--- src/rtl/cu_scalar_out_buffer.sv ---
// Output FIFO between the ComputeUnit scalar result and the scalar interconnect.
// Optional zero-latency pass-through when empty: define SCALAR_OUT_BYPASS_EN.
module cu_scalar_out_buffer #(
  parameter int W     = 7,
  parameter int DEPTH = 4
) (
  input  logic                       clk,
  input  logic                       reset,
  input  logic                       in_valid,
  input  logic [W-1:0]               in_data,
  input  logic                       in_done,
  output logic                       in_ready,
  output logic                       out_valid,
  output logic [W-1:0]               out_data,
  output logic                       out_last,
  input  logic                       out_ready,
  output logic [$clog2(DEPTH+1)-1:0] count,
  output logic                       overflow,
  output logic                       drain_done
);

  localparam int PW = $clog2(DEPTH);
  localparam int CW = $clog2(DEPTH + 1);
  localparam logic [CW-1:0] FULL = CW'(DEPTH);

  typedef enum logic [1:0] {
    IDLE   = 2'd0,
    STREAM = 2'd1,
    DRAIN  = 2'd2
  } stateT;

  stateT         state;
  stateT         nextState;
  logic [W:0]    mem [DEPTH];
  logic [PW-1:0] wrPtr;
  logic [PW-1:0] rdPtr;
  logic [W:0]    head;
  logic          notEmpty;
  logic          push;
  logic          pop;
  logic          lastPop;
  logic          refused;

  assign head     = mem[rdPtr];
  assign notEmpty = (count != '0);

  always_comb begin
    in_ready = (count < FULL) && (state != DRAIN);
    push     = in_valid && in_ready;
    refused  = in_valid && !in_ready && (state != DRAIN);
`ifdef SCALAR_OUT_BYPASS_EN
    // An empty buffer outside a drain forwards the offered word straight through.
    out_valid = notEmpty || (in_valid && (state != DRAIN));
    if (notEmpty) begin
      out_data = head[W-1:0];
      out_last = head[W];
    end else if (in_valid && (state != DRAIN)) begin
      out_data = in_data;
      out_last = in_done;
    end else begin
      out_data = '0;
      out_last = 1'b0;
    end
`else
    out_valid = notEmpty;
    out_data  = notEmpty ? head[W-1:0] : '0;
    out_last  = notEmpty && head[W];
`endif
    pop     = out_valid && out_ready;
    lastPop = pop && out_last;
  end

  // Run tracking: a done-tagged word closes the run; its departure reopens input.
  always_comb begin
    nextState = state;
    if (push) begin
      if (in_done) begin
        nextState = DRAIN;
      end else if (state == IDLE) begin
        nextState = STREAM;
      end
    end
    if (lastPop) begin
      nextState = IDLE;
    end
  end

  always_ff @(posedge clk or posedge reset) begin
    if (reset) begin
      state      <= IDLE;
      wrPtr      <= '0;
      rdPtr      <= '0;
      count      <= '0;
      overflow   <= 1'b0;
      drain_done <= 1'b0;
    end else begin
      state      <= nextState;
      drain_done <= lastPop;
      if (refused) begin
        overflow <= 1'b1;
      end
      if (push) begin
        wrPtr <= wrPtr + 1'b1;
      end
      if (pop) begin
        rdPtr <= rdPtr + 1'b1;
      end
      if (push && !pop) begin
        count <= count + 1'b1;
      end else if (pop && !push) begin
        count <= count - 1'b1;
      end
    end
  end

  // Storage needs no reset: an empty buffer never exposes its contents.
  always_ff @(posedge clk) begin
    if (push) begin
      mem[wrPtr] <= {in_done, in_data};
    end
  end

endmodule

--- config.mk ---
export PLATFORM = sky130hd
export DESIGN_NAME = cu_scalar_out_buffer
export DESIGN_NICKNAME = d
export VERILOG_FILES = /design/src/rtl/cu_scalar_out_buffer.sv
export SDC_FILE = /design/constraint.sdc
export NUM_CORES = 1
export LEC_CHECK = 0
export BUFFER_PORTS_ARGS = -buffer_cell sky130_fd_sc_hd__buf_4
export CAP_MARGIN = 20
export CELL_PAD_IN_SITES_DETAIL_PLACEMENT = 1
export CELL_PAD_IN_SITES_GLOBAL_PLACEMENT = 1
export CORE_ASPECT_RATIO = 0.9
export CORE_MARGIN = 10
export CORE_UTILIZATION = 47
export DETAILED_ROUTE_END_ITERATION = 8
export PLACE_DENSITY = 0.76
export SKIP_CTS_REPAIR_TIMING = 1
export SYNTH_ARGS = -nofsm -noshare
export SYNTH_HDL_FRONTEND = slang
export SYNTH_SLANG_ARGS = --single-unit
export TNS_END_PERCENT = 50
--- constraint.sdc ---
create_clock -name clk -period 2.5 [get_ports clk]
set_clock_uncertainty 0.2 [all_clocks]
set_input_delay 0.375 -clock clk [delete_from_list [all_inputs] [get_ports clk]]
set_output_delay 0.375 -clock clk [all_outputs]
set_load 0.02 [all_outputs]
==> results by group <==
Finish
  – Multi-input logic area: around 540 sq um
  – Flip-flop and latch area: 1236 sq um
  – Non-filler instance count after layout: around 180
  – Fin nets: 153
  – Antenna Cells: 0
  – Fraction of layout cells with a size suffix above 1: 0.3162
  – Layout area overhead: 19.60%
  – Fill cells: ~360

Routing
  – Vias after detailed routing: about 980
  – Initial drt markers: 54
  – Vias per cell: 5.368
  – Average wire per standard cell: ~21 um
  – Remaining DRCs: 0
  – WL final: ~3800 um
  – Initial DRT Pass Iterations: 4
  – Antenna-violating nets left: 0

Floorplanning
  – # rows: 21
  – Die W: around 85 um
  – Die area: 6745 sq um
  – Die Y: roughly 79 um
  – Starting Density: 0.4859
  – Core box area: around 3700 sq um
  – # IOs: 27

Worst setup path
  – R2r endpoint: count[2]
  – WS Path Type: flop to flop
  – Worst r2r src: count[2]
  – Required time of the critical path: around 2.5 ns
  – R2R setup slack: roughly 0.20 ns
  – Critical path endpoint category: flop
  – Worst Path Arrival: ~2.3 ns
  – Depth of the most critical reg-to-reg path: 8
  – Crit path max fanout: 6
  – Crit path launch type: flop

Clock network
  – Clock Path Buffers: 2
  – H-Tree Level Count: 2
  – CTS root buffer: clkbuf_8
  – Reg clk slew, reported paths: approximately 0.080 ns
  – CTS buffer count: 5
  – Clock sink count: 43
  – Clk Latency, worst-skew pair: 0.29 ns
  – CTS tree: yes

STA
  – Final-report max-slew violation count: 0
  – Final Setup Violations: 0
  – RSZ-0062 raised after global routing: no
  – Fin crit share: 0.9180
  – Relative slew slack: 0.6785
  – Fmax: approximately 440 MHz
  – Hold Vio Cnt, Final: 0
  – Final setup TNS: 0 ns
  – Final min period: 2.295 ns
  – Worst-Margin Slew: between 0.4 and 0.5 ns

Power and ir drop
  – Worst VDD drop: roughly 0.49 mV
  – Power density over cell area: 1178 nW/um^2
  – Pleak: approximately 0.85 nW

Global routing
  – Vias in the first global route: roughly 1100
  – First-pass GRT wire length: between 6000 and 7000 um
  – Largest net degree at the start of global routing: 13
  – Initial antenna violation count: 0
  – GR Overflow Total: 0
  – Tot GR Track Use: 0.1195

Place
  – RD Place Congestion: approximately 0.75
  – Post-Place Cells: between 150 and 200
  – Port Buffers: 26
  – HPWL Detailed: around 2900 um

Job
  – Max-cap violations: 0

Synthesis
  – Share of async-settable or async-resettable flops after synthesis: 0.2558
  – Cell variety after synth: 24
  – Number of flops mapped to enable cells by yosys: 32
  – Cell Area, Synth: around 1800 sq um
  – Mapped Cells: 100
  – Post-synthesis net count: ~120
  – Synth top area cells: edfxtp_1 (53%), dfrtp_1 (15%), mux4_1 (10%), and2_1 (3.8%), ha_1 (3.5%)
  – Yosys reg bits: 43
  – Post-synth top flop: edfxtp_1
  – Post-Syn Area per Cell: between 15 and 20 sq um
  – Area leader, netlist: edfxtp_1
  – Seq/Total Area, Yosys: 0.6818
  – Share of the synthesized area in the top cell type: 0.5300
  – Synth warn: 0

Outcome
  – Outcome: finished, final reports clean

Min path
  – Hold depth: 1
  – Worst Hold Path EP: mem[3][6]
  – Hold Path Origin: in_data[6]
  – Hold crit path type: input port to flop
## sequential cells by signal, summed over array words and instances (netlist names)
name and count:
wrPtr 2, overflow 1, state 2, count 3, rdPtr 2, drain_done 1, mem 32
## worst max-delay path by stage
| stage | startpoint | endpoint | slack [ns] |
|---|---|---|---|
| floorplan | count[2] | count[2] | 0.26 |
| global placement | count[2] | count[2] | 0.32 |
| detailed placement | count[2] | count[2] | 0.19 |
| CTS | count[2] | count[2] | 0.17 |
| global route | count[2] | count[2] | 0.10 |
| finish | count[2] | count[2] | 0.20 |
## routing by layer
layer  track usage  up-vias  part of all wire
met3       0.04490        8             0.043
met2        0.2171       19              0.54
met1        0.1190      504              0.38
met4       0.05263        0             0.029
met5             0        -                 0
li1              -      446                 -
## Yosys cell counts, types with 2 or more instances
cell	n
edfxtp_1	32
and2_1	11
dfrtp_1	11
mux4_1	7
inv_1	6
ha_1	5
xnor2_1	5
nor2_1	3
a31oi_1	2
clkbuf_1	2
mux2_2	2
nand2_1	2
## cells by family after synthesis
group / Yosys count / synth area share
simple gates: 22 / 0.07523
fa+ha+maj: 6 / 0.04555
flops: 43 / 0.6818
compound gates: 4 / 0.01932
mux: 10 / 0.1263
xor+xnor: 6 / 0.02899
buf+inv: 9 / 0.02277
## stage by stage
stage                     cell area (sq um)  total power (W)    util  worst slack (ns)  hold slack (ns)
after global placement                 2077         0.002098  0.5567            0.3217           0.1998
after detailed placement               2077         0.002186  0.5567            0.1896           0.2299
after global routing                   2168         0.002709  0.5812            0.1042          0.07337
after CTS                              2158         0.002599  0.5785            0.1712         -0.09091
final                                  2168         0.002555  0.5812            0.2049          0.07882
after floorplan                        1813         0.001730       -            0.2593          0.02744
## critical path, cell delays in order (launching register included)
cell     delay, ns
dfrtp_1       0.44
or3_1         0.42
nand2_1       0.13
ha_1          0.19
inv_1         0.06
fa_1          0.37
xor2_1        0.15
nor2_1        0.12
xnor2_1       0.14
## cells in the final DEF (no fill, tap or decap), drive strengths merged, types with 2 or more instances in the layout
master	count
edfxtp	32
buf	30
and2	12
dfrtp	11
mux4	8
clkbuf	7
inv	6
xnor2	5
ha	5
nor2	3
mux2	2
a31oi	2
nand2	2
## report_power, final
part | switching [W] | total [W] | internal [W]
Clock | 0.000221 | 0.000418 | 0.000196
Combinational | 0.000570 | 0.00110 | 0.000533
Sequential | 0.000111 | 0.00103 | 0.000924
## final cells by class
cell class | instances | share of cell area
sequential | 43 | 0.5701
multi-input combinational | 48 | 0.2470
timing repair buffer | 31 | 0.1085
clock buffer | 7 | 0.03520
tap | 46 | 0.02654
inverter | 6 | 0.01039
clock inverter | 1 | 0.002308
Note: power is estimated with default switching activity, not from simulation.
